--- config.mk ---
export PLATFORM = sky130hd
export DESIGN_NAME = nibble_serial_addsub
export DESIGN_NICKNAME = d
export VERILOG_FILES = /design/src/rtl/nibble_serial_addsub.sv
export SDC_FILE = /design/constraint.sdc
export NUM_CORES = 1
export LEC_CHECK = 0
export CORE_ASPECT_RATIO = 1.25
export CORE_UTILIZATION = 25
export DETAILED_ROUTE_END_ITERATION = 8
export GPL_TIMING_DRIVEN = 0
export PLACE_DENSITY = 0.51
export SLEW_MARGIN = 20
export SYNTH_ARGS = -nofsm -noshare
export SYNTH_HDL_FRONTEND = slang
export SYNTH_SLANG_ARGS = --single-unit
--- constraint.sdc ---
create_clock -name clk -period 7.04 [get_ports clk]
set_input_delay 2.112 -clock clk [delete_from_list [all_inputs] [get_ports clk]]
set_output_delay 2.112 -clock clk [all_outputs]
set_load 0.1 [all_outputs]
--- src/rtl/nibble_serial_addsub.sv ---
// -----------------------------------------------------------------------------
// nibble_serial_addsub
//
// Multi-cycle WIDTH-bit adder/subtractor. A single 4-bit carry-lookahead
// slice is reused once per clock, LSB nibble first. The carry between
// nibbles is kept in a register. Subtraction feeds ~B into the slice and
// starts with a carry-in of 1.
//
// Parameters:
//   WIDTH   operand/result width in bits (multiple of 4, >= 8)
//
// Ports:
//   clk     in   system clock, rising edge
//   rst     in   asynchronous, active-high reset
//   start   in   request; sampled only when not busy (IDLE or DONE)
//   sub     in   0 = A+B, 1 = A-B; sampled with start
//   A, B    in   operands; sampled with start
//   busy    out  operation in progress
//   done    out  one-cycle pulse, result and flags valid
//   result  out  sum/difference; held until the next accepted start
//   cout    out  carry out of the MSB (for sub: 1 = no borrow)
//   ovf     out  two's-complement signed overflow
//   zero    out  result == 0
//
// Optional feature (macro NSA_GROUP_PG_EN):
//   grp_p   out  whole-word group propagate, accumulated nibble by nibble
//   grp_g   out  whole-word group generate, accumulated nibble by nibble
// -----------------------------------------------------------------------------
module nibble_serial_addsub #(
    parameter int WIDTH = 16
) (
    input  logic             clk,
    input  logic             rst,
    input  logic             start,
    input  logic             sub,
    input  logic [WIDTH-1:0] A,
    input  logic [WIDTH-1:0] B,
    output logic             busy,
    output logic             done,
    output logic [WIDTH-1:0] result,
    output logic             cout,
    output logic             ovf,
    output logic             zero
`ifdef NSA_GROUP_PG_EN
    ,
    output logic             grp_p,
    output logic             grp_g
`endif
);

    localparam int NIB   = WIDTH / 4;
    localparam int IDX_W = (NIB > 1) ? $clog2(NIB) : 1;
    localparam logic [IDX_W-1:0] LAST_IDX = IDX_W'(NIB - 1);

    typedef enum logic [1:0] {
        S_IDLE,
        S_RUN,
        S_DONE
    } state_t;

    state_t             state_q, state_d;
    logic [WIDTH-1:0]   opa_q, opa_d;
    logic [WIDTH-1:0]   opb_q, opb_d;
    logic               c_q, c_d;
    logic [IDX_W-1:0]   idx_q, idx_d;
    logic [WIDTH-1:0]   result_q, result_d;
    logic               busy_q, busy_d;
    logic               done_q, done_d;
    logic               cout_q, cout_d;
    logic               ovf_q, ovf_d;
    logic               zero_q, zero_d;
`ifdef NSA_GROUP_PG_EN
    logic               gp_q, gp_d;
    logic               gg_q, gg_d;
`endif

    // -------------------------------------------------------------------------
    // 4-bit carry-lookahead slice on the current nibble
    // -------------------------------------------------------------------------
    logic [3:0] nib_a, nib_b;
    logic [3:0] bit_p, bit_g;
    logic [3:0] cy;          // cy[k] = carry into bit k of the nibble
    logic [3:0] nib_sum;
    logic       slice_p, slice_g;
    logic       c_next;

    always_comb begin
        nib_a = opa_q[{idx_q, 2'b00} +: 4];
        nib_b = opb_q[{idx_q, 2'b00} +: 4];
        bit_p = nib_a ^ nib_b;
        bit_g = nib_a & nib_b;

        cy[0] = c_q;
        cy[1] = bit_g[0] | (bit_p[0] & c_q);
        cy[2] = bit_g[1] | (bit_p[1] & bit_g[0]) | (bit_p[1] & bit_p[0] & c_q);
        cy[3] = bit_g[2] | (bit_p[2] & bit_g[1]) | (bit_p[2] & bit_p[1] & bit_g[0])
              | (bit_p[2] & bit_p[1] & bit_p[0] & c_q);

        nib_sum = bit_p ^ cy;
        slice_p = &bit_p;
        slice_g = bit_g[3] | (bit_p[3] & bit_g[2]) | (bit_p[3] & bit_p[2] & bit_g[1])
                | (bit_p[3] & bit_p[2] & bit_p[1] & bit_g[0]);
        c_next  = slice_g | (slice_p & c_q);
    end

    // -------------------------------------------------------------------------
    // Next-state logic
    // -------------------------------------------------------------------------
    always_comb begin
        // NOTE: every _d starts from its _q so no path through this block
        // leaves a signal unassigned; that is what keeps it latch-free.
        state_d  = state_q;
        opa_d    = opa_q;
        opb_d    = opb_q;
        c_d      = c_q;
        idx_d    = idx_q;
        result_d = result_q;
        busy_d   = busy_q;
        done_d   = 1'b0;
        cout_d   = cout_q;
        ovf_d    = ovf_q;
        zero_d   = zero_q;
`ifdef NSA_GROUP_PG_EN
        gp_d     = gp_q;
        gg_d     = gg_q;
`endif

        case (state_q)
            S_IDLE, S_DONE: begin
                if (start) begin
                    state_d  = S_RUN;
                    opa_d    = A;
                    opb_d    = sub ? ~B : B;
                    c_d      = sub;          // +1 completes the two's complement of B
                    idx_d    = '0;
                    result_d = '0;
                    busy_d   = 1'b1;
                    cout_d   = 1'b0;
                    ovf_d    = 1'b0;
                    zero_d   = 1'b0;
`ifdef NSA_GROUP_PG_EN
                    gp_d     = 1'b1;
                    gg_d     = 1'b0;
`endif
                end else begin
                    state_d = S_IDLE;
                end
            end

            S_RUN: begin
                result_d[{idx_q, 2'b00} +: 4] = nib_sum;
                c_d   = c_next;
                idx_d = idx_q + IDX_W'(1);
`ifdef NSA_GROUP_PG_EN
                // Higher nibble is folded in on the left of the accumulated group.
                gp_d  = gp_q & slice_p;
                gg_d  = slice_g | (slice_p & gg_q);
`endif
                if (idx_q == LAST_IDX) begin
                    state_d = S_DONE;
                    busy_d  = 1'b0;
                    done_d  = 1'b1;
                    cout_d  = c_next;
                    // cy[3] here is the carry into bit WIDTH-1.
                    ovf_d   = cy[3] ^ c_next;
                    zero_d  = (result_d == '0);
                end
            end

            default: begin
                state_d = S_IDLE;
                busy_d  = 1'b0;
            end
        endcase
    end

    // -------------------------------------------------------------------------
    // State registers
    // -------------------------------------------------------------------------
    // NOTE: sequential state uses non-blocking assignments only, so every
    // register samples the pre-edge values regardless of statement order.
    always_ff @(posedge clk or posedge rst) begin
        if (rst) begin
            state_q  <= S_IDLE;
            opa_q    <= '0;
            opb_q    <= '0;
            c_q      <= 1'b0;
            idx_q    <= '0;
            result_q <= '0;
            busy_q   <= 1'b0;
            done_q   <= 1'b0;
            cout_q   <= 1'b0;
            ovf_q    <= 1'b0;
            zero_q   <= 1'b0;
`ifdef NSA_GROUP_PG_EN
            gp_q     <= 1'b0;
            gg_q     <= 1'b0;
`endif
        end else begin
            state_q  <= state_d;
            opa_q    <= opa_d;
            opb_q    <= opb_d;
            c_q      <= c_d;
            idx_q    <= idx_d;
            result_q <= result_d;
            busy_q   <= busy_d;
            done_q   <= done_d;
            cout_q   <= cout_d;
            ovf_q    <= ovf_d;
            zero_q   <= zero_d;
`ifdef NSA_GROUP_PG_EN
            gp_q     <= gp_d;
            gg_q     <= gg_d;
`endif
        end
    end

    assign busy   = busy_q;
    assign done   = done_q;
    assign result = result_q;
    assign cout   = cout_q;
    assign ovf    = ovf_q;
    assign zero   = zero_q;
`ifdef NSA_GROUP_PG_EN
    assign grp_p  = gp_q;
    assign grp_g  = gg_q;
`endif

endmodule

Yosys cells after proc, flatten, opt, wreduce, memory -nomap -nowiden:

Index checks and enable logic that the tools add are counted.
Widths: inputs -> output; s select.

* flip-flop bits (word level): 58
* latch bits: 0
* RAM bits: 0
* memory bits (read-only): 0
* bits of input ports: 36
* output and inout bits: 21
* logic and storage cells: 84
* memories: 0

* add/sub/neg operators: 2
* $mul: 0
* divide/modulo/power cells: 0
* magnitude comparators: 0
* eq/ne operators: 5
* shift-type cells: 4
* muxes and demuxes: 23
* bitwise operators: 30
* reductions and logical operators: 9

Operators with widths (number)
* $mux 16: 2
* $pmux 16 s2: 1
* $shiftx 16x5->4: 2
* $bwmux 16: 1
* $logic_not 16->1: 1
* $not 16->16: 1
* $shift 4x6->16 const A: 1
* $shiftx 4x6->16: 1
* $and 1x1->1: 15
* $mux 1: 10
* $or 1x1->1: 10
* $pmux 1 s2: 5
* $pmux 2 s2: 2
* $xor 4x4->4: 2
* $neg 4->6: 1
* $reduce_and 2->1: 3
* $and 4x4->4: 1
* $eq 2x2->1 const B: 2
* $mux 2: 2
* $ne 2x2->1 const B: 2
* $reduce_and 4->1: 1
* $reduce_and 3->1: 1
* $add 2x1->2 const B: 1
* $eq 2x1->1 const B: 1
* 4 further kinds: 4

Longest topological paths before layout:

* depth in word-level cells: 12
* gate-level depth with buffers: 8
* mapped depth without buffers: 7

Worst setup path after synthesis:

No wires, ideal clock.

* path type: input-to-reg
* start point: in start
* end point: reg opa_q[7]
* setup time: 65 ps
* data arrival time: 3023 ps
* data required time: 6975 ps
* setup slack: 3952 ps
* cell stages on the path: 5
* path buffers: 2
* cells stage by stage: nor2b_1 clkbuf_1 clkbuf_1 nand2_1 nand2_1

* word-level cells in the longest chain between the ends: 1

Ends and longest elaborated chain
* start: declaration: RTL line 34 `input logic start,`
* $reduce_and 2->1 (no line)
* end signal: assignment: RTL line 201 `opa_q <= opa_d;`
* end: declaration: RTL line 62 `logic [WIDTH-1:0] opa_q, opa_d;`

No other way between the ends.
A chain may end at the register's enable or synchronous reset.

Worst setup path after layout:

* start point: reg result_q[9] (netlist: result[9])
* end point: out result[9]

RTL lines
* start: declaration: RTL line 66 `logic [WIDTH-1:0] result_q, result_d;`
* start signal: assignment: RTL line 205 `result_q <= result_d;`
* end: declaration: RTL line 40 `output logic [WIDTH-1:0] result,`

No word-level cell between the ends.

==> results.cfg <==
[status]
outcome = finished, final reports clean

[route]
routed-via-count = 2180
firstDrtPassIters = 4
dr.first_iter.drc_count = 55
routed_wire_length_per_instance_um = 14.5
viasPerCell = 4.59
detail_route.drc_violations = 0
drt_wl_total_um = 6890
drt.antenna.violating_nets = 0

[clock_tree]
ctsRootBufferMaster = sky130_fd_sc_hd__clkbuf_16
setup_buffers_after_cts = 0
cts_max_level = 3
tritoncts = built
cts_made_buffers = 9
clockBufferDepth = 2
cts_resized = 0
cts.reportedPaths.clkPinSlew_ns = 0.05
clk-insertion-delay-late_ns = 0.33
cts-hold-fix-buffers = 0
tritoncts_num_sinks = 58

[yosys]
synth.ff_latch_count = 58
syn_avg_cell_area_um2 = 10.6
synth_top_cell_area_share = 0.511
yosys-top-cells-area = sky130_fd_sc_hd__dfrtp_1 51%, sky130_fd_sc_hd__nand2_1 9.4%, sky130_fd_sc_hd__mux4_2 6.3%
synth_enable_flop_cells = 0
synth-warning-count = 0
ys_async_sr_fraction = 1.00
syn-num-nets = 316
synth_top_flop_cell = sky130_fd_sc_hd__dfrtp_1
synth_seq_area_share = 0.511
post-synth-top-area-cell = sky130_fd_sc_hd__dfrtp_1
syn-instance-count = 268
post_synth_num_cell_types = 33
synth.cell_area_um2 = 2840

[hold_path]
min-delay-path-class = flip-flop to flip-flop
holdPathEnd = opa_q[12]$_DFFE_PP0P_
hp-start = opa_q[12]$_DFFE_PP0P_
min_delay_path_depth = 2

[global_route]
number_of_global_route_vias_before_repair = 2322
pin_count_of_the_biggest_net_entering_global_routing = 46
antenna_found_initial = 0
grt_pass1_wl_um = 11400
overall_track_demand_over_capacity_in_global_routing = 0.127
globalRoute.totalOverflow = 0

[worst_setup_path]
worst_path_cell_chain = clkdlybuf4s50_1
reg2reg_setup_slack_ns = 3.90
critical-path-top-delay-family = buffers and inverters
crit_path_max_incr_delay_ns = 1.15
cp.arrival_ns = 1.86
reg_to_reg_end = result[11]$_DFFE_PP0P_
critical_path.startpoint_type = flip-flop
crit_cells = 1
reg2reg_from = idx_q[0]$_DFFE_PP0P_
cp-end-kind = primary output
crit_buf_inv = 1
required_ns = 4.93
reg2reg_depth = 8
crit_slowest_cell = sky130_fd_sc_hd__clkdlybuf4s50_1
crit_type = flip-flop to primary output
path_max_fanout = 3

[final_layout]
mostFrequentLayoutCells = 71 x sky130_fd_sc_hd__nand2_1, 58 x sky130_fd_sc_hd__dfrtp_1, 55 x sky130_fd_sc_hd__clkdlybuf4s50_1
post_route_cells_drive_above_1_share = 0.0941
synthToLayoutAreaGrowth_pct = 36.0
area.sequential_um2 = 1450
most_common_library_cell_in_the_layout_ignoring_fill_and_taps = sky130_fd_sc_hd__nand2_1
antenna_cells_inserted = 0
multi_input_area_um2 = 1310
finalNetCount = 383
fillers = 1125

[die]
die-area_um2 = 11800
rows = 43
boundaryPins = 57
die_y_um = 121
start_util = 0.256
die_w_um = 97.3
coreArea_um2 = 11100

[sta]
worst_pin_slew_ns = 0.980
fmax_mhz = 252
timing.final.crit_share = 0.564
finalSetupTns_ns = 0
slew-limit-headroom = 0.345
rsz_0062_raised_after_global_routing = no
fin_crit_ns = 3.97
report.final.slew_viol_count = 0
final-hold-violation-count = 0
clock_skew_ns = 0.00642
layout_setup_ws_ns = 3.07
timing.final.setup_violations = 0

[placement]
dp_hpwl_um = 5240
place_congestion = 0.836
place_worst_setup_slack_ns = 2.91
port-buffer-count = 55

[job]
max_cap_viol_count = 0
==> worst reg2reg max path: stages (launching register included) <==
cell and delay (ns):
sky130_fd_sc_hd__dfrtp_1 0.52, sky130_fd_sc_hd__buf_2 0.38, sky130_fd_sc_hd__mux4_2 0.62, sky130_fd_sc_hd__ha_1 0.32, sky130_fd_sc_hd__a21oi_1 0.06, sky130_fd_sc_hd__o21ai_0 0.42
sky130_fd_sc_hd__xor2_1 0.18, sky130_fd_sc_hd__and2_1 0.27, sky130_fd_sc_hd__a22o_1 0.26
==> kinds of logic after synthesis <==
logic type | Yosys count | synth area share
AOI/OAI and AO/OA | 54 | 0.130
xor gates and xnor gates | 19 | 0.0586
adders and majority gates | 12 | 0.0556
buffers and inverters | 19 | 0.0265
DFF | 58 | 0.511
muxes | 10 | 0.0710
and+or+nand+nor | 96 | 0.147
==> how the worst max path moves through the flow <==
| stage | startpoint | endpoint | slack, ns |
|---|---|---|---|
| final | result[9]$_DFFE_PP0P_ | result[9] | 3.07 |
| after global routing | result[9]$_DFFE_PP0P_ | result[9] | 3.01 |
| after CTS | result[9]$_DFFE_PP0P_ | result[9] | 3.06 |
| after detailed placement | start | opa_q[1]$_DFFE_PP0P_ | 2.91 |
| after global placement | rst | opb_q[6]$_DFFE_PP0P_ | 2.40 |
| after floorplan | rst | busy$_DFFE_PP0P_ | 3.50 |
==> cell type report <==
class,instances,area share
buffer,13,0.0136
clock buffer,11,0.0629
clock inverter,5,0.00778
inverter,6,0.00648
multi-input combinational,191,0.340
sequential,58,0.376
tap,135,0.0438
timing repair buffer,56,0.150
==> flip-flops by register name, summed over array words and instances (netlist names) <==
name and flops:
result 16, cout 1, opb_q 16, state_q 2
busy 1, c_q 1, idx_q 2, opa_q 16
done 1, ovf 1, zero 1
==> cells in the mapped netlist, types with 2 or more instances <==
master / number
sky130_fd_sc_hd__a32o_1: 5
sky130_fd_sc_hd__clkbuf_1: 10
sky130_fd_sc_hd__a21oi_1: 9
sky130_fd_sc_hd__nor2_1: 8
sky130_fd_sc_hd__mux4_2: 8
sky130_fd_sc_hd__nor4_1: 3
sky130_fd_sc_hd__xor2_1: 2
sky130_fd_sc_hd__nor3_1: 2
sky130_fd_sc_hd__xnor2_1: 17
sky130_fd_sc_hd__nand2_1: 71
sky130_fd_sc_hd__o21ai_0: 21
sky130_fd_sc_hd__inv_1: 6
sky130_fd_sc_hd__buf_2: 3
sky130_fd_sc_hd__a22o_1: 13
sky130_fd_sc_hd__ha_1: 11
sky130_fd_sc_hd__nand2b_1: 3
sky130_fd_sc_hd__dfrtp_1: 58
sky130_fd_sc_hd__and2_1: 3
==> metrics by stage <==
| step | hold slack (ns) | area, um2 | std cells | util |
|---|---|---|---|---|
| global route | 0.483 | 3860 | 475 | 0.348 |
| global placement | 0.456 | 3560 | 458 | 0.321 |
| finish | 0.470 | 3860 | 475 | 0.348 |
| detailed placement | 0.461 | 3590 | 459 | 0.324 |
| floorplan | 0.440 | 2840 | 268 | - |
| CTS | 0.473 | 3860 | 475 | 0.348 |
==> per-layer routing <==
metal,track usage,wire length [um],up-vias
li1,-,-,1057
met1,0.144,2880,1068
met2,0.225,3590,46
met3,0.0426,344,9
met4,0.0414,80,0
met5,0,0,-
Power is not shown: default switching activity piles up to over one toggle a cycle in this logic, so the estimate is an artifact.
